$ cat src/rtl/mac_accum_requant.sv
// Accumulates LEN signed products per group, then round-half-up shifts and saturates to WIDTH bits.
// Optional build macro MAC_ACCUM_RELU_EN clamps negative results to zero before saturation.
module mac_accum_requant #(
   parameter int WIDTH       = 8,
   parameter int ACC_WIDTH   = 32,
   parameter int LEN         = 9,
   parameter int SHIFT_WIDTH = 5
) (
   input  logic                   clk,
   input  logic                   rst,
   input  logic                   in_valid,
   output logic                   in_ready,
   input  logic [2*WIDTH-1:0]     in_data,
   input  logic [SHIFT_WIDTH-1:0] shift,
   output logic                   out_valid,
   input  logic                   out_ready,
   output logic [WIDTH-1:0]       out_data,
   output logic                   out_sat
);

   localparam int IN_WIDTH = 2 * WIDTH;
   localparam int CNT_W    = (LEN < 2) ? 1 : $clog2(LEN + 1);
   localparam logic [CNT_W-1:0] LEN_C = CNT_W'(LEN);
   localparam logic [31:0] S_MAX = 32'(ACC_WIDTH - 1);

   localparam logic signed [ACC_WIDTH:0] MAX_V = (ACC_WIDTH+1)'(2**(WIDTH-1) - 1);
   localparam logic signed [ACC_WIDTH:0] MIN_V = -((ACC_WIDTH+1)'(2**(WIDTH-1)));
   localparam logic [WIDTH-1:0] MAX_W = {1'b0, {(WIDTH-1){1'b1}}};
   localparam logic [WIDTH-1:0] MIN_W = {1'b1, {(WIDTH-1){1'b0}}};

   typedef enum logic [1:0] {IDLE, ACCUM, ROUND, HOLD} state_t;

   state_t                   state_q, state_d;
   logic [ACC_WIDTH-1:0]     acc_q, acc_d;
   logic [CNT_W-1:0]         cnt_q, cnt_d;
   logic [SHIFT_WIDTH-1:0]   shift_q, shift_d;
   logic [WIDTH-1:0]         out_data_q, out_data_d;
   logic                     out_sat_q, out_sat_d;
   logic                     out_valid_q, out_valid_d;

   logic [ACC_WIDTH-1:0]     in_ext;
   logic [31:0]              s_amt;
   logic signed [ACC_WIDTH:0] acc_ext, bias, rnd_sum, r;
   logic [WIDTH-1:0]         rq_data;
   logic                     rq_sat;

   assign in_ext = ACC_WIDTH'($signed(in_data[IN_WIDTH-1:0]));

   // One extra bit of headroom so adding the rounding bias can never overflow.
   always_comb begin
      s_amt   = (32'(shift_q) > S_MAX) ? S_MAX : 32'(shift_q);
      acc_ext = {acc_q[ACC_WIDTH-1], acc_q};
      bias    = (s_amt != 32'd0) ? ((ACC_WIDTH+1)'(1) <<< (s_amt - 32'd1)) : '0;
      rnd_sum = acc_ext + bias;
      r       = rnd_sum >>> s_amt;
`ifdef MAC_ACCUM_RELU_EN
      if (r < 0) begin
         r = '0;
      end
`endif
      rq_sat  = 1'b0;
      rq_data = r[WIDTH-1:0];
      if (r > MAX_V) begin
         rq_data = MAX_W;
         rq_sat  = 1'b1;
      end else if (r < MIN_V) begin
         rq_data = MIN_W;
         rq_sat  = 1'b1;
      end
   end

   always_comb begin
      state_d     = state_q;
      acc_d       = acc_q;
      cnt_d       = cnt_q;
      shift_d     = shift_q;
      out_data_d  = out_data_q;
      out_sat_d   = out_sat_q;
      out_valid_d = out_valid_q;
      case (state_q)
         IDLE: begin
            if (in_valid) begin
               acc_d   = in_ext;
               cnt_d   = CNT_W'(1);
               shift_d = shift;
               state_d = (LEN == 1) ? ROUND : ACCUM;
            end
         end
         ACCUM: begin
            if (in_valid) begin
               acc_d = acc_q + in_ext;
               cnt_d = cnt_q + CNT_W'(1);
               if (cnt_d == LEN_C) begin
                  state_d = ROUND;
               end
            end
         end
         ROUND: begin
            out_data_d  = rq_data;
            out_sat_d   = rq_sat;
            out_valid_d = 1'b1;
            state_d     = HOLD;
         end
         HOLD: begin
            if (out_ready) begin
               out_valid_d = 1'b0;
               state_d     = IDLE;
            end
         end
         default: state_d = IDLE;
      endcase
   end

   always_ff @(posedge clk or posedge rst) begin
      if (rst) begin
         state_q     <= IDLE;
         acc_q       <= '0;
         cnt_q       <= '0;
         shift_q     <= '0;
         out_data_q  <= '0;
         out_sat_q   <= 1'b0;
         out_valid_q <= 1'b0;
      end else begin
         state_q     <= state_d;
         acc_q       <= acc_d;
         cnt_q       <= cnt_d;
         shift_q     <= shift_d;
         out_data_q  <= out_data_d;
         out_sat_q   <= out_sat_d;
         out_valid_q <= out_valid_d;
      end
   end

   assign in_ready  = ~rst & ((state_q == IDLE) || (state_q == ACCUM));
   assign out_valid = out_valid_q;
   assign out_data  = out_data_q;
   assign out_sat   = out_sat_q;

endmodule

$ cat config.mk
export PLATFORM = sky130hd
export DESIGN_NAME = mac_accum_requant
export DESIGN_NICKNAME = d
export VERILOG_FILES = /design/src/rtl/mac_accum_requant.sv
export SDC_FILE = /design/constraint.sdc
export NUM_CORES = 1
export LEC_CHECK = 0
export BUFFER_PORTS_ARGS = -buffer_cell sky130_fd_sc_hd__buf_2
export CORE_ASPECT_RATIO = 2
export CORE_UTILIZATION = 25
export DETAILED_ROUTE_END_ITERATION = 8
export PLACE_DENSITY_LB_ADDON = 0.3
export RECOVER_POWER = 50
export SYNTH_ARGS = -nofsm -noshare
export SYNTH_HDL_FRONTEND = slang
export SYNTH_SLANG_ARGS = --single-unit
$ cat constraint.sdc
create_clock -name clk -period 9.6 [get_ports clk]
set_clock_uncertainty 0.2 [all_clocks]
set_input_delay 0.48 -clock clk [delete_from_list [all_inputs] [get_ports clk]]
set_output_delay 0.48 -clock clk [all_outputs]
set_load 0.02 [all_outputs]
### Yosys cells after proc, flatten, opt, wreduce, memory -nomap -nowiden

Cells that the tools add are included.

* word-level logic and storage cells: 52
* output and inout bits: 11
* input port bits: 25
* register bits: 53

* equality and inequality tests: 8
* bitwise operators: 2
* magnitude comparators: 2
* mux-type cells: 18
* reduce and logical (&&, ||, !) cells: 9
* $add $sub $neg: 4
* shift operators: 2

Operators by type and width (number)
* $mux W32: 2
* $pmux W32 S2: 1
* $add A32 B33 Y33: 1
* $gt A33 B8 Y1 const B: 1
* $lt A33 B8 Y1 const B: 1
* $mux W33: 1
* $sshl A1 B32 Y33 const A: 1
* $sshr A33 B5 Y33: 1
* $add A32 B32 Y32: 1
* $mux W8: 2
* $mux W2: 4
* $mux W4: 2
* $ne A2 B2 Y1 const B: 4
* $pmux W2 S4: 1
* $pmux W4 S2: 1
* $sub A5 B1 Y6 const B: 1
* $reduce_bool A5 Y1: 1
* $add A4 B1 Y4 const B: 1
* $eq A2 B2 Y1 const B: 2
* $eq A4 B4 Y1 const B: 1
* $reduce_and A2 Y1: 2
* $reduce_and A4 Y1: 1
* $reduce_bool A2 Y1: 2
* $mux W1: 3
* other kinds (7): 7

### Logic depth before layout (Yosys ltp)

Gate-level depths: netlist of the first run.

* depth after elaboration: 8
* gate-level depth with buffers: 29
* mapped depth without buffers: 25

### Worst setup path after synthesis of the first run

No wires, ideal clock.

* path kind: register to register
* start: register shift_q[1]
* end: register out_sat_q, in the netlist out_sat
* required time: 9.281 ns
* path buffers: 3
* clock period less this slack: 6.546 ns
* setup time: 0.119 ns
* arrival: 6.227 ns
* slack: 3.054 ns
* cell stages (with the launch flop): 28
* cell sequence: dfrtp_1 -> inv_1 -> buf_1 -> clkbuf_1 -> clkbuf_1 -> ha_1 -> nand2_1 -> nand2_1 -> o2bb2ai_1 -> nand2_1 -> nor2_1 -> ha_1 -> inv_1 -> fa_1 -> nand2b_1 -> a21o_1 -> a211oi_1 -> nor3_4 -> xnor2_1 -> mux2_2 -> mux4_2 -> o221a_1 -> o22a_1 -> nor3_1 -> nor4bb_1 -> o211ai_1 -> o31ai_4 -> a21bo_1

* cells in the longest elaborated chain, start to end: 8
* elaborated cells on any way between the ends: 10
* classes of those cells: 2 x add/sub; 2 x order compare; 2 x shift; 3 x mux; 1 x reduce/logical

Ends and longest elaborated chain
* from (decl): RTL line 36 `logic [SHIFT_WIDTH-1:0] shift_q, shift_d;`
* from (signal assigned): RTL line 127 `shift_q <= shift_d;`
* $sub A5 B1 Y6: RTL line 53 `bias = (s_amt != 32'd0) ? ((ACC_WIDTH+1)'(1) <<< (s_amt - 32'd1)) : '0;`
* $sshl A1 B32 Y33: RTL line 53
* $mux W33: RTL line 53
* $add A32 B33 Y33: RTL line 54 `rnd_sum = acc_ext + bias;`
* $sshr A33 B5 Y33 *: RTL line 55 `r = rnd_sum >>> s_amt;`
* $lt A33 B8 Y1: RTL line 66 `end else if (r < MIN_V) begin`
* $mux W1: RTL line 66
* $mux W1 *: RTL line 63 `if (r > MAX_V) begin`
* to (signal assigned): RTL line 129 `out_sat_q <= out_sat_d;`
* to (decl): RTL line 38 `logic out_sat_q, out_sat_d;`

Mark *: on every way between the ends. The rest lies on a longest branch, timed or not.
A chain may end at the register's enable or synchronous reset.

### Final worst setup path of the first run

* start: register shift_q[0]
* end: register out_sat_q, in the netlist out_sat

The elaborated chain is that of the path after synthesis.

==> results of run 1 <==
## final cells by class
type / count / area (µm²)
Multi-Input combinational cell: 1051 / 7119
Fill cell: 3891 / 25350
Clock buffer: 6 / 128.9
Timing Repair Buffer: 53 / 299.0
Tap cell: 445 / 556.8
Inverter: 42 / 157.7
Sequential cell: 53 / 1328
Clock inverter: 2 / 13.76
## how the worst max path moves through the flow
stage / slack, ns / endpoint / startpoint
floorplan: 3.05 / out_sat / shift_q[1]
CTS: 2.21 / out_sat / shift_q[0]
detailed placement: 2.25 / out_sat / shift_q[0]
global route: 1.51 / out_sat / shift_q[0]
finish: 1.96 / out_sat / shift_q[0]
global placement: 2.30 / out_sat / shift_q[0]
## state kept, by name, summed over array words and instances, names as in the netlist
signal and flops:
acc_q 32, cnt_q 4, out_data 8, out_sat 1
out_valid 1, shift_q 5, state_q 2
## synthesized netlist by cell type (29+ instances only)
master | count | area share [%]
o21ai_0 | 95 | 5.4
a211oi_1 | 29 | 2.5
nor2_1 | 136 | 5.8
clkbuf_1 | 47 | 2.0
dfrtp_1 | 53 | 15
nand3_1 | 32 | 1.8
inv_1 | 41 | 1.7
a21oi_1 | 106 | 6.0
nand2_1 | 130 | 5.5
mux2i_1 | 29 | 3.3
ha_1 | 71 | 10
xnor2_1 | 33 | 3.3
## kinds of logic (layout without fill, tap and decap cells)
kind of cell | Yosys count | count (layout)
simple gates | 434 | 434
mux | 51 | 51
xor+xnor | 51 | 51
fa+ha+maj | 73 | 73
flops | 53 | 53
buf+inv | 109 | 103
compound gates | 442 | 442
## per-stage QoR
step | setup WS (ns) | power [mW] | hold WS (ns)
finish | 1.956 | 4.120 | 0.1844
CTS | 2.214 | 4.065 | 0.1861
detailed placement | 2.248 | 3.847 | 0.2733
global route | 1.506 | 4.453 | 0.1915
global placement | 2.298 | 3.849 | 0.2609
floorplan | 3.054 | 2.878 | 0.2817
## power by group through the flow
stage          Clock (mW)  Sequential, mW  Combinational (mW)
6_report            0.204           0.433                3.48
5_1_grt             0.212           0.452                3.79
4_1_cts             0.206           0.435                3.42
3_5_place_dp            0           0.438                3.41
3_3_place_gp            0           0.437                3.41
2_1_floorplan           0           0.434                2.44
## layer usage
metal	vias up	global-route usage, %	routed length [µm]
met3	141	2.377	1078
met2	276	38.82	19450
li1	4544	-	-
met4	0	15.79	2983
met5	-	0	0
met1	4490	18.31	11990
## worst max-delay path: stages, from the launching register on
cell	delay, ns
dfrtp_2	0.37
buf_4	0.50
nor2_1	0.34
nand3_1	0.16
o21ai_0	0.11
o21ai_0	0.73
nor2_1	0.10
ha_1	0.39
o21a_1	0.24
o2111a_1	0.24
a22o_4	0.29
o21ai_0	0.60
xor2_1	0.28
a222oi_1	0.69
o221ai_1	0.30
o32ai_1	0.65
nand2_1	0.13
a2111o_1	0.45
nor4_2	0.30
a21oi_2	0.17
a21bo_1	0.23
==> metrics.csv, run 1 <==
metric,value,unit
run_status,finished with violations,
failed_checks,"max-capacitance violations, max-slew violations",
reg2reg_to,out_sat,
clkPwrFrac,4.9,%
drv_slew,54,
core,34950,µm²
layout-drive-gt1-share,9.776,%
synth-xor-area-share,5.210,%
synth_cells,1213,
synth_top_flop_cell,dfrtp_1,
diodes,0,
die_h,268.2,µm
routed_wl,35.50,mm
power.density,429.0,nW/µm²
rsz0062_at_grt,false,
intPower,1.645,mW
power_frac_seq,10.5,%
final_util,27.47,%
die_w,135.1,µm
worstPathMaxFanout,59,
setup_violations,0,
place_area,9472,µm²
worstPathRequired,9.61,ns
post_cts_resized,0,
track_usage,19.98,%
drc_errors,0,
die-area,36250,µm²
tns,0,ns
switching_share,60.06,%
synth_top_family_by_area,compound AO/OA/AOI/OAI gates,
hp-class,primary input to flop,
synth-simple-area-share,23.14,%
rows,97,
dp_cells,1644,
antenna_found_initial,0,
fmax,0.1308,GHz
clock_sinks,53,
cap_violations,1,
cts_tree,done,
startpoint_type,flop,
slew-limit-headroom,-108.8,%
synthArstFlopShare,100.0,%
grt_pass1_wl,54.67,mm
final_antenna_net_count,0,
p_comb_share,84.5,%
cts_max_level,2,
p_sw,2.474,mW
cts_setup_buffers,0,
synth.yosys.seq_area_share,14.97,%
rr_worst_depth,20,
gp_congestion,0.9983,
via_per_inst,5.721,
tightest_slew,3.132,ns
cts_buffers,5,
grt_max_degree,60,
finalCriticalPeriod,7.644,ns
hold_viol,0,
synth_cell_types,103,
layout_common_cells,"136 x nor2_1, 130 x nand2_1, 106 x a21oi_1",
hold-path-endpoint,shift_q[0],
p_leak,3.913,nW
synth_adder_area_share,10.48,%
boundaryPins,36,
fin_crit_sh,79.63,%
grt_pass1_vias,9381,
dr_total_vias,9451,
critPathCaptureType,flop,
cp.arrival,7.66,ns
synth-edff-count,0,
drtPass1Iterations,5,
area_delta_synth_final,8.373,%
min_delay_path_depth,2,
globalRouteOverflowTotal,0,
synth_mux_area_share,6.820,%
dp_hpwl,28.39,mm
wire_per_inst,21.49,µm
layout_commonest_cell,nor2_1,
yosys_register_bits,53,
clockRootBuffer,clkbuf_16,
initial_core_util,25.35,%
hold_path.startpoint,shift[0],
place.port_buffers,35,
instances_no_fill,1652,
irDropWorstVdd,111.2,µV
syn-num-nets,1311,
path_clk_slew,0.09,ns
hold_buffers,0,
drt_iter0_drc,725,
reg2reg_slack,1.96,ns
syn_area,8861,µm²
synth-compound-area-share,34.51,%
syn_area_per_cell,7.305,µm²
final_nets,1304,
final_area,9603,µm²
ys_warn_count,0,
worst-setup-path-type,flop to flop,
reg2reg_from,shift_q[0],
clkLatencyLatePin,0.33,ns
cts_buffer_depth,2,
No activity file was read; power rests on OpenSTA's default activity.
==> inputs of run 2 (changes only) <==
Clock period 9.6 ns to 7.5 ns, I/O delays scaled along.
==> run 2 against run 1 <==
- the run still ends with max-capacitance violations, max-slew violations left
- total power increased by 28%
- first-iteration DRC count down 31%
- non-clock buffer count increased by 16
- critical path depth fell by 1
- global-route usage down 1.2 points
- register-to-register slack lost 1.2 ns
- worst setup slack worse by 1.2 ns
==> metrics.csv, run 2 (synthesized netlist as in run 1, its figures left out) <==
metric,value,unit
run_status,finished with violations,
failed_checks,"max-capacitance violations, max-slew violations",
final_util,27.83,%
drv_slew,54,
via_per_inst,5.628,
hold_viol,0,
tightest_slew,3.113,ns
layout_commonest_cell,nor2_1,
cts_max_level,2,
final_nets,1320,
irDropWorstVdd,146.2,µV
reg2reg_slack,0.73,ns
final_antenna_net_count,0,
grt_pass1_vias,9417,
layout-drive-gt1-share,11.04,%
final_area,9727,µm²
cts_setup_buffers,0,
rsz0062_at_grt,false,
clockRootBuffer,clkbuf_16,
place_area,9592,µm²
fin_crit_sh,90.32,%
worstPathRequired,7.51,ns
finalCriticalPeriod,6.774,ns
worst-setup-path-type,flop to flop,
cp.arrival,6.78,ns
layout_common_cells,"136 x nor2_1, 130 x nand2_1, 106 x a21oi_1",
place.port_buffers,35,
initial_core_util,25.35,%
instances_no_fill,1669,
hp-class,primary input to flop,
routed_wl,34.17,mm
largest_reg_flops,32,
largest-register,acc_q,
cts_tree,done,
cap_violations,1,
track_usage,18.79,%
rr_worst_depth,19,
power,5.266,mW
p_leak,3.997,nW
slew-limit-headroom,-107.5,%
die_h,268.2,µm
whs,0.08610,ns
dp_hpwl,27.86,mm
clock_sinks,53,
dr_total_vias,9393,
critPathLaunch,shift_q[3],
setup_ws,0.7260,ns
cts_buffers,5,
wire_per_inst,20.47,µm
clkLatencyLatePin,0.32,ns
drtPass1Iterations,5,
boundaryPins,36,
drc_errors,0,
post-place-ws,0.7927,ns
globalRouteOverflowTotal,0,
die-area,36250,µm²
grt_pass1_wl,52.00,mm
dp_cells,1660,
area_delta_synth_final,9.771,%
drt_iter0_drc,498,
path_clk_slew,0.08,ns
antenna_found_initial,0,
core,34950,µm²
fmax,0.1476,GHz
critPathCaptureType,flop,
grt_max_degree,54,
reg2reg_from,shift_q[3],
gp_congestion,0.9935,
crit_end,out_sat,
tns,0,ns
reg2reg_to,out_sat,
hold_buffers,0,
post_cts_resized,0,
startpoint_type,flop,
setup_violations,0,
rows,97,
power.density,541.4,nW/µm²
cts_buffer_depth,2,
worstPathMaxFanout,23,
die_w,135.1,µm
run 2: final cells by class:
class	count	area [µm²]
Antenna cell	1	2.502
Clock buffer	6	128.9
Clock inverter	2	13.76
Fill cell	3862	25230
Inverter	42	157.7
Multi-Input combinational cell	1051	7119
Sequential cell	53	1328
Tap cell	445	556.8
Timing Repair Buffer	69	420.4
run 2: critical path: stages, from the launching register on:
cell	delay [ns]
dfrtp_1	0.82
nor2_1	0.21
nand2_1	0.19
nor2_1	0.07
or3_1	0.58
nor2_1	0.19
ha_1	0.29
a21oi_1	0.19
o21ai_0	0.41
nor3_4	0.45
o21ai_0	0.23
a221oi_2	0.57
o221ai_1	0.36
o21ba_2	0.29
o32ai_1	0.39
nand2_1	0.11
a2111o_1	0.40
nor4_2	0.30
a21oi_2	0.18
a21bo_1	0.22
run 2: worst min path at each step:
stage | from | end | slack (ns) | cells past startpoint
final | shift[2] | shift_q[2] | 0.09 | 2
after global routing | shift[2] | shift_q[2] | 0.1 | 2
after CTS | shift[2] | shift_q[2] | 0.08 | 2
after detailed placement | out_valid | out_valid | 0.28 | 2
after global placement | out_valid | out_valid | 0.27 | 2
after floorplan | acc_q[0] | acc_q[0] | 0.28 | 2
run 2: metal layers:
layer	vias up	global-route usage (%)	wire [µm]
li1	4561	-	-
met1	4491	16.67	11600
met2	232	38.23	19240
met3	109	1.302	709
met4	0	14.03	2623
met5	-	0	0
run 2: report_power, final:
part / leakage [nW] / switching, mW / internal [mW]
Sequential: 0.644 / 0.154 / 0.427
Combinational: 3.28 / 2.81 / 1.62
Clock: 0.0712 / 0.131 / 0.126
